<file path="src/rtl/fetch_pair_unit.sv">
`default_nettype none
// ============================================================================
// Module   : fetch_pair_unit
// Brief    : Fetches 8-byte instruction pairs into a small FIFO for a decoder.
//            Optional macro FETCH_END_DETECT_EN enables end-of-program detection.
// Revision : 1.0
// ============================================================================
module fetch_pair_unit #(
    parameter logic [31:0] RESET_PC = 32'h0000_0000,
    parameter int          QDEPTH   = 4
) (
    input  logic        clk,
    input  logic        reset,
    input  logic        start,
    output logic        imem_req,
    output logic [31:0] imem_addr,
    input  logic [63:0] imem_rdata,
    input  logic        redirect,
    input  logic [31:0] redirect_pc,
    output logic        valid,
    input  logic        ready,
    output logic [31:0] instruction1,
    output logic [31:0] instruction2,
    output logic [31:0] pair_pc,
    output logic        done
);

    localparam int              c_PW      = (QDEPTH > 1) ? $clog2(QDEPTH) : 1;
    localparam logic [c_PW:0]   c_DEPTH   = QDEPTH[c_PW:0];
    localparam logic [c_PW:0]   c_CNT_ONE = 1;
    localparam logic [c_PW-1:0] c_PTR_ONE = 1;

    typedef enum logic [1:0] {
        S_IDLE  = 2'd0,
        S_FETCH = 2'd1,
        S_DRAIN = 2'd2,
        S_DONE  = 2'd3
    } state_t;

    state_t          r_state;
    logic [31:0]     r_pc;
    logic [31:0]     r_inflight_pc;
    logic            r_inflight;
    logic [c_PW:0]   r_count;
    logic [c_PW-1:0] r_wptr;
    logic [c_PW-1:0] r_rptr;
    logic [31:0]     r_q_i1 [QDEPTH];
    logic [31:0]     r_q_i2 [QDEPTH];
    logic [31:0]     r_q_pc [QDEPTH];

    logic [c_PW+1:0] w_credit;
    logic            w_req;
    logic            w_push;
    logic            w_pop;
    logic            w_end;
    logic [31:0]     w_word1;
    logic [31:0]     w_word2;
    logic            w_unused_rpc;

    assign w_unused_rpc = ^redirect_pc[2:0];

    // Credit counts both stored pairs and the response still on its way back.
    assign w_credit  = {1'b0, r_count} + {{(c_PW+1){1'b0}}, r_inflight};
    assign w_req     = (r_state == S_FETCH) && !redirect && (w_credit < {1'b0, c_DEPTH});
    assign imem_req  = w_req;
    assign imem_addr = w_req ? r_pc : 32'h0;

    assign w_push = r_inflight && !redirect;
    assign valid  = (r_count != '0);
    assign w_pop  = valid && ready && !redirect;

`ifdef FETCH_END_DETECT_EN
    localparam logic [31:0] c_NOP = 32'h0000_0013;
    assign w_end   = (imem_rdata[31:0] == 32'h0) || (imem_rdata[63:32] == 32'h0);
    assign w_word1 = (imem_rdata[31:0]  == 32'h0) ? c_NOP : imem_rdata[31:0];
    assign w_word2 = (imem_rdata[63:32] == 32'h0) ? c_NOP : imem_rdata[63:32];
    assign done    = (r_state == S_DONE);
`else
    assign w_end   = 1'b0;
    assign w_word1 = imem_rdata[31:0];
    assign w_word2 = imem_rdata[63:32];
    assign done    = 1'b0;
`endif

    // Head is gated by valid so a reset or flushed queue shows all zeros.
    assign instruction1 = valid ? r_q_i1[r_rptr] : 32'h0;
    assign instruction2 = valid ? r_q_i2[r_rptr] : 32'h0;
    assign pair_pc      = valid ? r_q_pc[r_rptr] : 32'h0;

    always_ff @(posedge clk) begin
        if (w_push) begin
            r_q_i1[r_wptr] <= w_word1;
            r_q_i2[r_wptr] <= w_word2;
            r_q_pc[r_wptr] <= r_inflight_pc;
        end
    end

    always_ff @(posedge clk or negedge reset) begin
        if (!reset) begin
            r_state       <= S_IDLE;
            r_pc          <= {RESET_PC[31:3], 3'b000};
            r_inflight_pc <= 32'h0;
            r_inflight    <= 1'b0;
            r_count       <= '0;
            r_wptr        <= '0;
            r_rptr        <= '0;
        end else if (redirect) begin
            r_count    <= '0;
            r_wptr     <= '0;
            r_rptr     <= '0;
            r_inflight <= 1'b0;
            r_pc       <= {redirect_pc[31:3], 3'b000};
            if (r_state != S_IDLE) begin
                r_state <= S_FETCH;
            end
        end else begin
            r_inflight <= w_req;
            if (w_req) begin
                r_pc          <= r_pc + 32'd8;
                r_inflight_pc <= r_pc;
            end
            if (w_push) begin
                r_wptr <= r_wptr + c_PTR_ONE;
            end
            if (w_pop) begin
                r_rptr <= r_rptr + c_PTR_ONE;
            end
            case ({w_push, w_pop})
                2'b10:   r_count <= r_count + c_CNT_ONE;
                2'b01:   r_count <= r_count - c_CNT_ONE;
                default: r_count <= r_count;
            endcase
            case (r_state)
                S_IDLE: begin
                    if (start) begin
                        r_state <= S_FETCH;
                    end
                end
                S_FETCH: begin
                    // Anything requested after the terminating pair is squashed.
                    if (w_push && w_end) begin
                        r_state    <= S_DRAIN;
                        r_inflight <= 1'b0;
                    end
                end
                S_DRAIN: begin
                    if (r_count == '0) begin
                        r_state <= S_DONE;
                    end
                end
                S_DONE:  r_state <= S_DONE;
                default: r_state <= S_IDLE;
            endcase
        end
    end

endmodule
`default_nettype wire

</file>
<file path="config.mk">
export PLATFORM = sky130hd
export DESIGN_NAME = fetch_pair_unit
export DESIGN_NICKNAME = d
export VERILOG_FILES = /design/src/rtl/fetch_pair_unit.sv
export SDC_FILE = /design/constraint.sdc
export NUM_CORES = 1
export LEC_CHECK = 0
export CELL_PAD_IN_SITES_DETAIL_PLACEMENT = 1
export CELL_PAD_IN_SITES_GLOBAL_PLACEMENT = 2
export CORE_MARGIN = 3
export CORE_UTILIZATION = 35
export DETAILED_ROUTE_END_ITERATION = 16
export PLACE_DENSITY = 0.76
export SYNTH_ARGS = -nofsm -noshare
export SYNTH_HDL_FRONTEND = slang
export SYNTH_SLANG_ARGS = --single-unit
</file>
<file path="constraint.sdc">
create_clock -name clk -period 8.3 [get_ports clk]
set_clock_uncertainty 0.05 [all_clocks]
set_input_delay 1.66 -clock clk [delete_from_list [all_inputs] [get_ports clk]]
set_output_delay 1.66 -clock clk [all_outputs]
set_load 0.05 [all_outputs]
</file>
Word-level counts from Yosys, hierarchy flattened
Memory sizes are Yosys's and may differ from the RTL's.
Index checks and enable logic that the tools add are counted.
Word-level totals
  register bits after elaboration: 74
  bits in writable memories: 384
  input port bits: 101
  word-level logic and storage cells: 63
  memories: 3
Cells by class
  add/sub/neg operators: 6
  $lt $le $gt $ge: 1
  equal/unequal tests: 9
  muxes and demuxes: 20
  bitwise logic cells: 1
  reduce and logical (&&, ||, !) cells: 16
Memories
  r_q_i1: words 4, bits a word 32, read ports 1, clocked after memory_dff 0, write ports 1, RTL line 47  | logic [31:0] r_q_i1 [QDEPTH];
  r_q_i2: words 4, bits a word 32, read ports 1, clocked after memory_dff 0, write ports 1, RTL line 48  | logic [31:0] r_q_i2 [QDEPTH];
  r_q_pc: words 4, bits a word 32, read ports 1, clocked after memory_dff 0, write ports 1, RTL line 49  | logic [31:0] r_q_pc [QDEPTH];
Operators by type and width (count)
  2-to-1 mux 32 bit: 6
  adder 32 x 4 -> 32 bit (second input constant): 1
  2-to-1 mux 2 bit: 8
  nonzero test 2 bit: 4
  == test 2 bit (second input constant): 3
  != test 3 bit (second input constant): 2
  case mux 2 bit (3 select lines): 1
  case mux 3 bit (2 select lines): 1
  nonzero test 3 bit: 2
  logical AND 1 bit: 5
  adder 2 x 1 -> 2 bit (second input constant): 2
  adder 3 x 1 -> 4 bit: 1
  == test 2 x 1 -> 1 bit (second input constant): 2
  less-than comparator 4 x 3 -> 1 bit (second input constant): 1
  AND reduction 4 bit: 1
  adder 3 x 1 -> 3 bit (second input constant): 1
  logical NOT 3 bit: 1
  2-to-1 mux 1 bit: 3
  2-to-1 mux 3 bit: 1
  subtractor 3 x 1 -> 3 bit (second input constant): 1
  logical NOT 2 bit: 1
  != test 2 x 1 -> 1 bit (second input constant): 1
  != test 2 bit (second input constant): 1
  AND reduction 2 bit: 1
  2 further kinds: 2

Depth between registers and ports, before layout
Gate-level depths: netlist of the first run.
  word-level depth: 6
  gate-level depth with buffers: 8

Least setup slack after synthesis of the first run
OpenSTA, ideal clock, no wires.
  path kind: input to output
  start: input port redirect
  end: output port imem_addr[29]
  arrival: 3.073 ns
  slack: 3.517 ns
  cell stages on the path: 3
  cells stage by stage: buf_6 clkbuf_1 nor3_1
Between the ends
  word-level cells in the longest chain between the ends: 4
Ends and longest elaborated chain
  start, declared: RTL line 18  | input logic redirect,
  logical NOT 1 bit: RTL line 64  | assign w_req = (r_state == S_FETCH) && !redirect && (w_credit < {1'b0, c_DEPTH});
  logical AND 1 bit (2 in a row): RTL line 64
  2-to-1 mux 32 bit: RTL line 66  | assign imem_addr = w_req ? r_pc : 32'h0;
  end, declared: RTL line 16  | output logic [31:0] imem_addr,
Every way passes these cells.

Worst setup path in the final report of the first run
  start: register r_rptr[0]
  end: output port pair_pc[6]
Between the ends
  word-level cells in the longest chain between the ends: 2
Ends and longest elaborated chain
  start, declared: RTL line 46  | logic [c_PW-1:0] r_rptr;
  start signal, assigned: RTL line 126  | r_rptr <= r_rptr + c_PTR_ONE;
  memory read (4 x 32 bit)
  2-to-1 mux 32 bit: RTL line 88  | assign pair_pc = valid ? r_q_pc[r_rptr] : 32'h0;
  end, declared: RTL line 24  | output logic [31:0] pair_pc,
Every way passes these cells.

==> results of run 1 <==
-- Yosys cell counts (2+ instances only) --
library cell and number:
a21oi_1 4, and2_1 99, and3_1 32, and4_2 2
buf_1 7, buf_2 14, buf_4 14, buf_6 4
clkbuf_1 22, dfrtp_1 68, dlygate4sd1_1 2, edfxtp_1 372
ha_1 5, inv_1 4, mux2_2 32, mux2i_1 3
mux4_2 93, nand2_1 34, nand3_1 13, nand4_1 20
nor2_1 13, nor2b_1 2, nor3_1 7, nor3_2 2
o21ai_0 16, o21ai_1 11, or2_2 2, or3_1 2
xnor2_1 13, xor2_1 17
-- cells by family after synthesis --
| group | count (synthesis) |
|---|---|
| AO/OA/AOI/OAI | 34 |
| XOR/XNOR | 31 |
| adder cells (fa/ha/maj) | 6 |
| buffers and inverters | 67 |
| flip-flops | 440 |
| multiplexers | 128 |
| other | 1 |
| AND/OR/NAND/NOR | 236 |
-- path summary, 6_finish.rpt --
path,end,slack [ns]
max in group asynchronous,r_rptr[0]$_DFFE_PN0P_,6.19
min reg2reg,r_q_pc[2][22]$_DFFE_PP_,0.46
max,pair_pc[6],3.01
min in group asynchronous,r_pc[19]$_DFFE_PN0P_,1.26
min,r_q_pc[2][22]$_DFFE_PP_,0.46
max reg2reg,r_count[2]$_DFFE_PN0P_,5.37
-- final cells by class --
class / count / area, sq um
Clock inverter: 33 / 324.1
Inverter: 4 / 15.01
Timing Repair Buffer: 232 / 2297
Tap cell: 664 / 830.8
Antenna cell: 3 / 7.507
Clock buffer: 57 / 1266
Fill cell: 4761 / 27270
Sequential cell: 440 / 12880
Multi-Input combinational cell: 442 / 4463
-- stage by stage --
step	utilization (%)	setup WS, ns
global placement	41.51	3.122
finish	44.74	3.010
floorplan	-	3.517
detailed placement	41.51	3.074
CTS	44.73	2.847
global route	44.73	2.702
-- power by group through the flow --
stage	registers (mW)	clock network [mW]	logic, mW
floorplan	2.83	0	2.24
global placement	2.95	0	3.19
detailed placement	2.97	0	3.21
CTS	2.93	2.20	3.22
global route	2.96	2.29	3.33
finish	2.92	2.13	3.15
-- sequential cells by signal, summed over array words and instances, names as in the netlist --
signal,flops
r_q_i1,128
r_wptr,2
r_count,3
r_pc,29
r_q_i2,128
r_q_pc,116
r_rptr,2
r_inflight_pc,29
r_inflight,1
r_state,2
-- routing by layer --
layer	GRT usage [%]	wire length, um
met5	0	36
met4	3.936	809
met3	4.072	2616
met2	25.66	19930
met1	20.71	17760
==> flow_metrics.env, run 1 <==
export IMPL_status="complete, no violations"
export IMPL_tns_ns=0
export IMPL_hold_path_depth=0
export IMPL_synth_flop_cell="edfxtp_1"
export IMPL_place_gp_congestion=0.7811
export IMPL_synth_cell_types=44
export IMPL_portBuffers=221
export IMPL_combPwrFrac_pct=38.4
export IMPL_crit_slowest_cell="dfrtp_4"
export IMPL_path_buf_inv=2
export IMPL_cts_tree="yes"
export IMPL_p_seq_share_pct=35.6
export IMPL_cts_reportedPaths_clkPinSlew_ns=0.06
export IMPL_vias=9207
export IMPL_ctsLongestPathBuffers=3
export IMPL_yosys_area_share_adder_pct=0.4678
export IMPL_stdcell_area_sq_um=22080
export IMPL_power_net_switching_mw=3.058
export IMPL_slew_headroom_pct=31.07
export IMPL_start_util_pct=35.76
export IMPL_cp_top_family="buffers and inverters"
export IMPL_routed_via_density=4.910
export IMPL_path_depth=4
export IMPL_clk_latency_ns=0.57
export IMPL_required_ns=6.59
export IMPL_grt_ovfl_total=0
export IMPL_drc=0
export IMPL_antenna_found_initial=4
export IMPL_worst_slew_pin_slew_ns=1.034
export IMPL_p_int_mw=5.133
export IMPL_pwr_share_clk_pct=26.0
export IMPL_drtAntennaViolNets=0
export IMPL_ys_warnings_count=0
export IMPL_layout_commonest_cell="edfxtp_1"
export IMPL_dp_cells=1782
export IMPL_synth_xor_area_share_pct=1.581
export IMPL_period_needed_ns=5.290
export IMPL_crit_start="r_rptr[0]$_DFFE_PN0P_"
export IMPL_synth_top_family_by_area="multiplexers"
export IMPL_post_dp_cell_area_sq_um=20490
export IMPL_rr_startpoint="r_count[0]$_DFFE_PN0P_"
export IMPL_endpoint_kind="output pin"
export IMPL_synth_area_top_cells="edfxtp_1 63%, mux4_2 12%, dfrtp_1 9.6%"
export IMPL_sw_frac_of_total_pct=37.34
export IMPL_syn_avg_cell_area_sq_um=18.72
export IMPL_fmax_ghz=0.1890
export IMPL_arrival_ns=3.58
export IMPL_synth_edff_count=372
export IMPL_synth_compound_area_share_pct=0.9994
export IMPL_ctsResizeCount=0
export IMPL_rr_worst_depth=8
export IMPL_nets=1275
export IMPL_maxSlewViolCount=0
export IMPL_numCtsBuffers=48
export IMPL_synthCells=943
export IMPL_yosysSeqAreaShare_pct=72.92
export IMPL_ys_ff_latch=440
export IMPL_path_class="flip-flop to output pin"
export IMPL_synthMuxAreaShare_pct=14.08
export IMPL_post_route_period_util_pct=63.74
export IMPL_setup_viol=0
export IMPL_async_reset_ff_share_pct=15.45
export IMPL_grt_pass1_vias=10310
export IMPL_ioPinCount=232
export IMPL_die_y_um=230.6
export IMPL_die_area_sq_um=53160
export IMPL_fin_total_pwr_mw=8.192
export IMPL_drt_iter0_drc=502
export IMPL_cellPowerDensity_nw_per_um2=370.9
export IMPL_grt_pass1_wl_um=63110
export IMPL_drt_pass1_iter_count=6
export IMPL_final_cell_count_no_fill=1875
export IMPL_rsz0062_at_grt="false"
export IMPL_peakVddDrop_mv=0.1639
export IMPL_ctsHtreeMaxLevel=2
export IMPL_crit_chain="buf_12 -> mux4_2 -> and2_1 -> clkdlybuf4s50_1"
export IMPL_place_hpwl_um=24350
export IMPL_slowest_delay_ns=0.94
export IMPL_layout_common_cells="372 x edfxtp_1, 219 x clkdlybuf4s50_1, 95 x and2_1"
export IMPL_clock_sinks=440
export IMPL_postCtsSetupRepairBufs=0
export IMPL_min_from="r_inflight_pc[22]$_DFFE_PN0P_"
export IMPL_crit_fanout=60
export IMPL_syn_cell_area_sq_um=17650
export IMPL_syn_to_final_growth_pct=25.11
export IMPL_ctsHoldBuffers=0
export IMPL_hold_path_class="flip-flop to flip-flop"
export IMPL_cts_root_buf="clkbuf_16"
export IMPL_p_leak_nw=7.314
export IMPL_synthSimpleGateAreaFrac_pct=7.882
export IMPL_grt_max_degree=95
export IMPL_wirelength_um=41150
export IMPL_drv_cap=0
export IMPL_wire_per_inst_um=21.95
export IMPL_drive_gt1_share_pct=19.29
export IMPL_hold_viol=0
export IMPL_worst_hold_slack_ns=0.4619
export IMPL_netlist_area_leader_share_pct=63.28
export IMPL_grtUsageTotal_pct=15.58
export IMPL_start_kind="flip-flop"
export IMPL_rows=81
export IMPL_die_x_um=230.6
export IMPL_synth_top_area_cell="edfxtp_1"
export IMPL_core_sq_um=49360
No activity file was read; power rests on OpenSTA's default activity.
==> inputs of run 2 (changes only) <==
- PLACE_DENSITY: 0.76 -> 0.79
- clock period: 8.3 -> 4.3 ns (I/O delays scaled with it)
==> run 2 against run 1 <==
Setup slack got worse by 2.7 ns; sequential power grew 89%; hold slack lost 0.10 ns; wire length shrank 0.92%; critical path type unchanged; first-iteration DRC count decreased by 2.4%; sequential share of layout area is essentially flat; cell count hardly changed; critical endpoint is now instruction2[5].
==> flow_metrics.env, run 2 (synthesized netlist as in run 1, its figures left out) <==
export IMPL_drv_cap=0
export IMPL_hold_viol=0
export IMPL_start_kind="flip-flop"
export IMPL_sw_frac_of_total_pct=37.48
export IMPL_ioPinCount=232
export IMPL_post_route_period_util_pct=92.96
export IMPL_cts_root_buf="clkbuf_16"
export IMPL_wire_per_inst_um=21.73
export IMPL_path_depth=4
export IMPL_drt_pass1_iter_count=6
export IMPL_p_int_mw=9.790
export IMPL_core_sq_um=49360
export IMPL_rr_worst_depth=7
export IMPL_cts_reportedPaths_clkPinSlew_ns=0.06
export IMPL_ctsLongestPathBuffers=3
export IMPL_clk_latency_ns=0.56
export IMPL_clock_sinks=440
export IMPL_vias=9235
export IMPL_p_leak_nw=7.359
export IMPL_fmax_ghz=0.2502
export IMPL_ctsHoldBuffers=0
export IMPL_grt_pass1_vias=10310
export IMPL_fin_total_pwr_mw=15.66
export IMPL_rsz0062_at_grt="false"
export IMPL_endpoint_kind="output pin"
export IMPL_peakVddDrop_mv=0.4896
export IMPL_setup_viol=0
export IMPL_p_seq_share_pct=35.3
export IMPL_portBuffers=221
export IMPL_layout_commonest_cell="edfxtp_1"
export IMPL_crit_slowest_cell="or3_4"
export IMPL_rrSetupSlack_ns=1.45
export IMPL_crit_chain="or3_4 -> buf_4 -> and2_1 -> clkdlybuf4s50_1"
export IMPL_cts_tree="yes"
export IMPL_wirelength_um=40770
export IMPL_hold_path_class="input port to async pin"
export IMPL_ctsResizeCount=0
export IMPL_place_hpwl_um=24940
export IMPL_cellPowerDensity_nw_per_um2=709.1
export IMPL_syn_to_final_growth_pct=25.11
export IMPL_start_util_pct=35.76
export IMPL_biggestRegsByFlops="r_q_i1 x128, r_q_i2 x128, r_q_pc x116"
export IMPL_nets=1282
export IMPL_slowest_delay_ns=0.83
export IMPL_drt_iter0_drc=490
export IMPL_grtUsageTotal_pct=15.52
export IMPL_arrival_ns=3.09
export IMPL_grt_ovfl_total=0
export IMPL_ctsHtreeMaxLevel=2
export IMPL_routed_via_density=4.923
export IMPL_worst_slew_pin_slew_ns=0.9848
export IMPL_pwr_share_clk_pct=25.1
export IMPL_die_area_sq_um=53160
export IMPL_grt_max_degree=88
export IMPL_combPwrFrac_pct=39.6
export IMPL_period_needed_ns=3.997
export IMPL_required_ns=3.39
export IMPL_path_class="flip-flop to output pin"
export IMPL_slew_headroom_pct=34.34
export IMPL_tns_ns=0
export IMPL_power_net_switching_mw=5.870
export IMPL_cp_top_family="buffers and inverters"
export IMPL_drive_gt1_share_pct=20.64
export IMPL_path_buf_inv=2
export IMPL_drtAntennaViolNets=0
export IMPL_maxSlewViolCount=0
export IMPL_grt_pass1_wl_um=63130
export IMPL_die_y_um=230.6
export IMPL_status="complete, no violations"
export IMPL_antenna_found_initial=1
export IMPL_numCtsBuffers=47
export IMPL_postCtsSetupRepairBufs=0
export IMPL_drc=0
export IMPL_place_gp_congestion=0.8040
export IMPL_rows=81
export IMPL_die_x_um=230.6
export IMPL_layout_common_cells="372 x edfxtp_1, 204 x clkdlybuf4s50_1, 95 x and2_1"
export IMPL_crit_fanout=87
==> run 2: cell types whose count changed in the layout (fill, tap and decap cells not counted), sizes merged <==
cell	before	now
buf	13	36
clkdlybuf4s50	219	204
clkbuf	57	56
diode	3	1
clkinvlp	5	3
bufinv	6	4
==> run 2: metrics by stage <==
step	util, %	hold WS, ns	worst slack (ns)	cells	instance area [sq um]
after floorplan	-	0.4038	0.4622	949	17670
after global placement	41.69	0.4212	0.7579	1790	20580
after detailed placement	41.69	0.4407	0.7721	1790	20580
after CTS	44.74	0.3438	0.1849	1875	22080
after global routing	44.74	0.3899	0.04488	1875	22080
final	44.75	0.3595	0.3028	1876	22080
==> run 2: metal layers <==
metal / up-vias / GRT usage (%) / part of all wire (%)
met3: 63 / 3.875 / 6.3
met2: 242 / 25.72 / 49
met4: 2 / 3.780 / 1.9
met5: - / 0 / 0.032
li1: 4132 / - / -
met1: 4796 / 20.66 / 43
==> run 2: cell type report <==
cell class	instances	area, sq um
sequential	440	12880
timing repair buffer	240	2395
inverter	4	15.01
antenna	1	2.502
tap	664	830.8
clock buffer	56	1252
clock inverter	29	251.5
fill	4742	27270
multi-input combinational	442	4458
==> run 2: worst paths after layout <==
check,to,start
min in group clk,r_state[0]$_DFFE_PN0P_,r_state[0]$_DFFE_PN0P_
worst max register to register,r_count[2]$_DFFE_PN0P_,r_count[0]$_DFFE_PN0P_
worst min register to register,r_state[0]$_DFFE_PN0P_,r_state[0]$_DFFE_PN0P_
max in group asynchronous,r_rptr[1]$_DFFE_PN0P_,reset
worst max-delay path,instruction2[5],r_count[0]$_DFFE_PN0P_
worst min-delay path,r_pc[24]$_DFFE_PN0P_,reset
==> run 2: power by group through the flow <==
stage / registers [mW] / logic [mW] / clock network [mW]
after floorplan: 5.46 / 4.33 / 0
after global placement: 5.58 / 6.29 / 0
after detailed placement: 5.62 / 6.33 / 0
after CTS: 5.54 / 6.34 / 4.06
after global routing: 5.59 / 6.57 / 4.23
final: 5.53 / 6.20 / 3.93
==> run 2: worst reg2reg max path, stage by stage, from the launching register on <==
cell,delay [ns]
dfrtp_1,0.45
or3_4,0.77
nand2_2,0.32
nor3_1,0.09
fa_1,0.38
or3_1,0.40
a21o_1,0.19
a21oi_1,0.14
==> inputs of run 3 (changes only) <==
- ABC_AREA: unset -> 1
- CORE_UTILIZATION: 35 -> 33
- CTS_CLUSTER_SIZE: unset -> 14
- PLACE_DENSITY: 0.79 -> 0.83
- REMOVE_ABC_BUFFERS: unset -> 1
==> run 3 against run 2 <==
Non-clock buffer count rose by 15; fmax rose by 0.23%; highest routed layer unchanged; count of clock-buffer cells in the layout rose by 5; sequential power rose by 3%; global-route usage rose by 1.6 points; flip-flop and latch count did not move; via count rose by 37%; critical path type unchanged; area after synthesis rose by 3.3%; synthesized cell count rose by 72%; final area rose by 3.8%.
==> flow_metrics.env, run 3 <==
export IMPL_start_util_pct=33.61
export IMPL_rows=85
export IMPL_post_dp_cell_area_sq_um=21480
export IMPL_path_buf_inv=2
export IMPL_grt_ovfl_total=0
export IMPL_gr_max_usage_layer="met2"
export IMPL_antenna_found_initial=2
export IMPL_die_y_um=241.0
export IMPL_drc=0
export IMPL_grt_pass1_vias=13480
export IMPL_grt_max_degree=94
export IMPL_wire_per_inst_um=19.56
export IMPL_drt_iter0_drc=615
export IMPL_status="complete, no violations"
export IMPL_drtAntennaViolNets=0
export IMPL_hold_path_class="input port to async pin"
export IMPL_setup_viol=0
export IMPL_antenna_cells=0
export IMPL_crit_chain="buf_4 -> nor2_1 -> nor2_1 -> o21ai_0 -> a21oi_1 -> clkdlybuf4s50_1"
export IMPL_ys_warnings_count=0
export IMPL_clk_latency_ns=0.55
export IMPL_cts_root_buf="clkbuf_16"
export IMPL_cellPowerDensity_nw_per_um2=743.6
export IMPL_dp_slack_ns=0.6719
export IMPL_crit_start="r_rptr[0]$_DFFE_PN0P_"
export IMPL_fmax_ghz=0.2507
export IMPL_drv_cap=0
export IMPL_ys_ff_latch=440
export IMPL_ctsHtreeMaxLevel=2
export IMPL_synth_common_cells="432 x nor2_1, 372 x edfxtp_1, 232 x o21ai_0"
export IMPL_syn_cell_area_sq_um=18230
export IMPL_fin_ws_ns=0.3119
export IMPL_required_ns=3.39
export IMPL_rr_worst_depth=7
export IMPL_slew_headroom_pct=50.70
export IMPL_crit_slowest_cell="clkdlybuf4s50_1"
export IMPL_gr_usage_met2_pct=30.45
export IMPL_grtUsageTotal_pct=17.09
export IMPL_rsz0062_at_grt="false"
export IMPL_grt_pass1_wl_um=76690
export IMPL_synth_cell_types=33
export IMPL_layout_commonest_cell="nor2_1"
export IMPL_cts_reportedPaths_clkPinSlew_ns=0.06
export IMPL_peakVddDrop_mv=0.3486
export IMPL_cp_top_family="buffers and inverters"
export IMPL_gr_usage_met3_pct=3.211
export IMPL_ioPinCount=232
export IMPL_dp_cells=2486
export IMPL_drt_pass1_iter_count=6
export IMPL_worst_hold_slack_ns=0.1187
export IMPL_rrSetupSlack_ns=1.93
export IMPL_yosysSeqAreaShare_pct=70.62
export IMPL_p_leak_nw=8.272
export IMPL_worst_slew_pin_slew_ns=0.7395
export IMPL_ctsHoldBuffers=0
export IMPL_period_needed_ns=3.988
export IMPL_synth_edff_count=372
export IMPL_die_area_sq_um=58090
export IMPL_vias=12620
export IMPL_cts_tree="yes"
export IMPL_grt_use_met1_pct=21.52
export IMPL_synth_area_top_cells="edfxtp_1 61%, dfrtp_1 9.3%, nor2_1 8.9%"
export IMPL_slowest_delay_ns=0.85
export IMPL_drive_gt1_share_pct=11.10
export IMPL_syn_avg_cell_area_sq_um=11.21
export IMPL_routed_via_density=4.910
export IMPL_ctsLongestPathBuffers=3
export IMPL_place_hpwl_um=31570
export IMPL_crit_fanout=59
export IMPL_endpoint_kind="output pin"
export IMPL_rr_startpoint="r_count[2]$_DFFE_PN0P_"
export IMPL_synth_flop_cell="edfxtp_1"
export IMPL_nets=1946
export IMPL_arrival_ns=3.08
export IMPL_netlist_area_leader_share_pct=61.29
export IMPL_hold_viol=0
export IMPL_async_reset_ff_share_pct=15.45
export IMPL_core_sq_um=54240
export IMPL_r2r_end="r_pc[17]$_DFFE_PN0P_"
export IMPL_start_kind="flip-flop"
export IMPL_synthCells=1626
export IMPL_layout_common_cells="428 x nor2_1, 372 x edfxtp_1, 232 x o21ai_0"
export IMPL_syn_to_final_growth_pct=25.81
export IMPL_ctsResizeCount=0
export IMPL_wirelength_um=50280
export IMPL_maxSlewViolCount=0
export IMPL_postCtsSetupRepairBufs=0
export IMPL_final_cell_count_no_fill=2570
export IMPL_numCtsBuffers=47
export IMPL_path_class="flip-flop to output pin"
export IMPL_biggestRegsByFlops="r_q_i1 x128, r_q_i2 x128, r_q_pc x116"
export IMPL_place_gp_congestion=0.8529
export IMPL_clock_sinks=440
export IMPL_critPathMostFrequentCell="nor2_1"
export IMPL_die_x_um=241.0
export IMPL_portBuffers=221
export IMPL_stdcell_area_sq_um=22930
export IMPL_post_route_period_util_pct=92.75
export IMPL_synth_top_area_cell="edfxtp_1"
export IMPL_yosysMostFrequentCell="nor2_1"
export IMPL_tns_ns=0
-- run 3: worst max-delay path by stage --
stage | end | slack, ns | cells after the start
after floorplan | instruction1[0] | -2.50 | 3
after global placement | r_q_i2[0][9]$_DFFE_PP_ | 0.72 | 6
after global routing | instruction2[22] | 0.07 | 6
final | instruction2[22] | 0.31 | 6
after CTS | pair_pc[8] | 0.24 | 7
after detailed placement | r_q_i2[3][9]$_DFFE_PP_ | 0.67 | 6
-- run 3: report_power, final --
group / internal (mW) / switching, mW
registers: 5.31 / 0.387
logic: 2.18 / 5.30
clock network: 2.28 / 1.60
total: 9.76 / 7.29
-- run 3: cell families (layout without fill, tap and decap cells) --
group / count (synthesis) / in the layout / synth area share [%]
xor gates and xnor gates: 7 / 7 / 0.3364
and+or+nand+nor: 657 / 657 / 14.70
buffers and inverters: 163 / 405 / 4.064
DFF: 440 / 440 / 70.62
adders and majority gates: 6 / 6 / 0.4531
other: 1 / 7 / 0.02057
AOI/OAI and AO/OA: 352 / 352 / 9.809
-- run 3: stage by stage --
stage                     utilization, %  total power [mW]
after global placement             39.59             13.22
after floorplan                        -             10.28
after global routing               42.28             17.93
final                              42.28             17.05
after CTS                          42.28             17.31
after detailed placement           39.59             13.37
-- run 3: cell type report --
type	instances	area (sq um)
clock buffer	61	1249
clock inverter	23	207.7
fill	5827	31310
inverter	66	255.2
multi-input combinational	1029	4674
sequential	440	12880
tap	696	870.8
timing repair buffer	255	2795
-- run 3: routing by layer --
layer,up-vias,part of all wire (%)
met5,-,0.054
li1,6005,-
met3,61,4.5
met4,4,1.8
met2,224,50
met1,6325,43
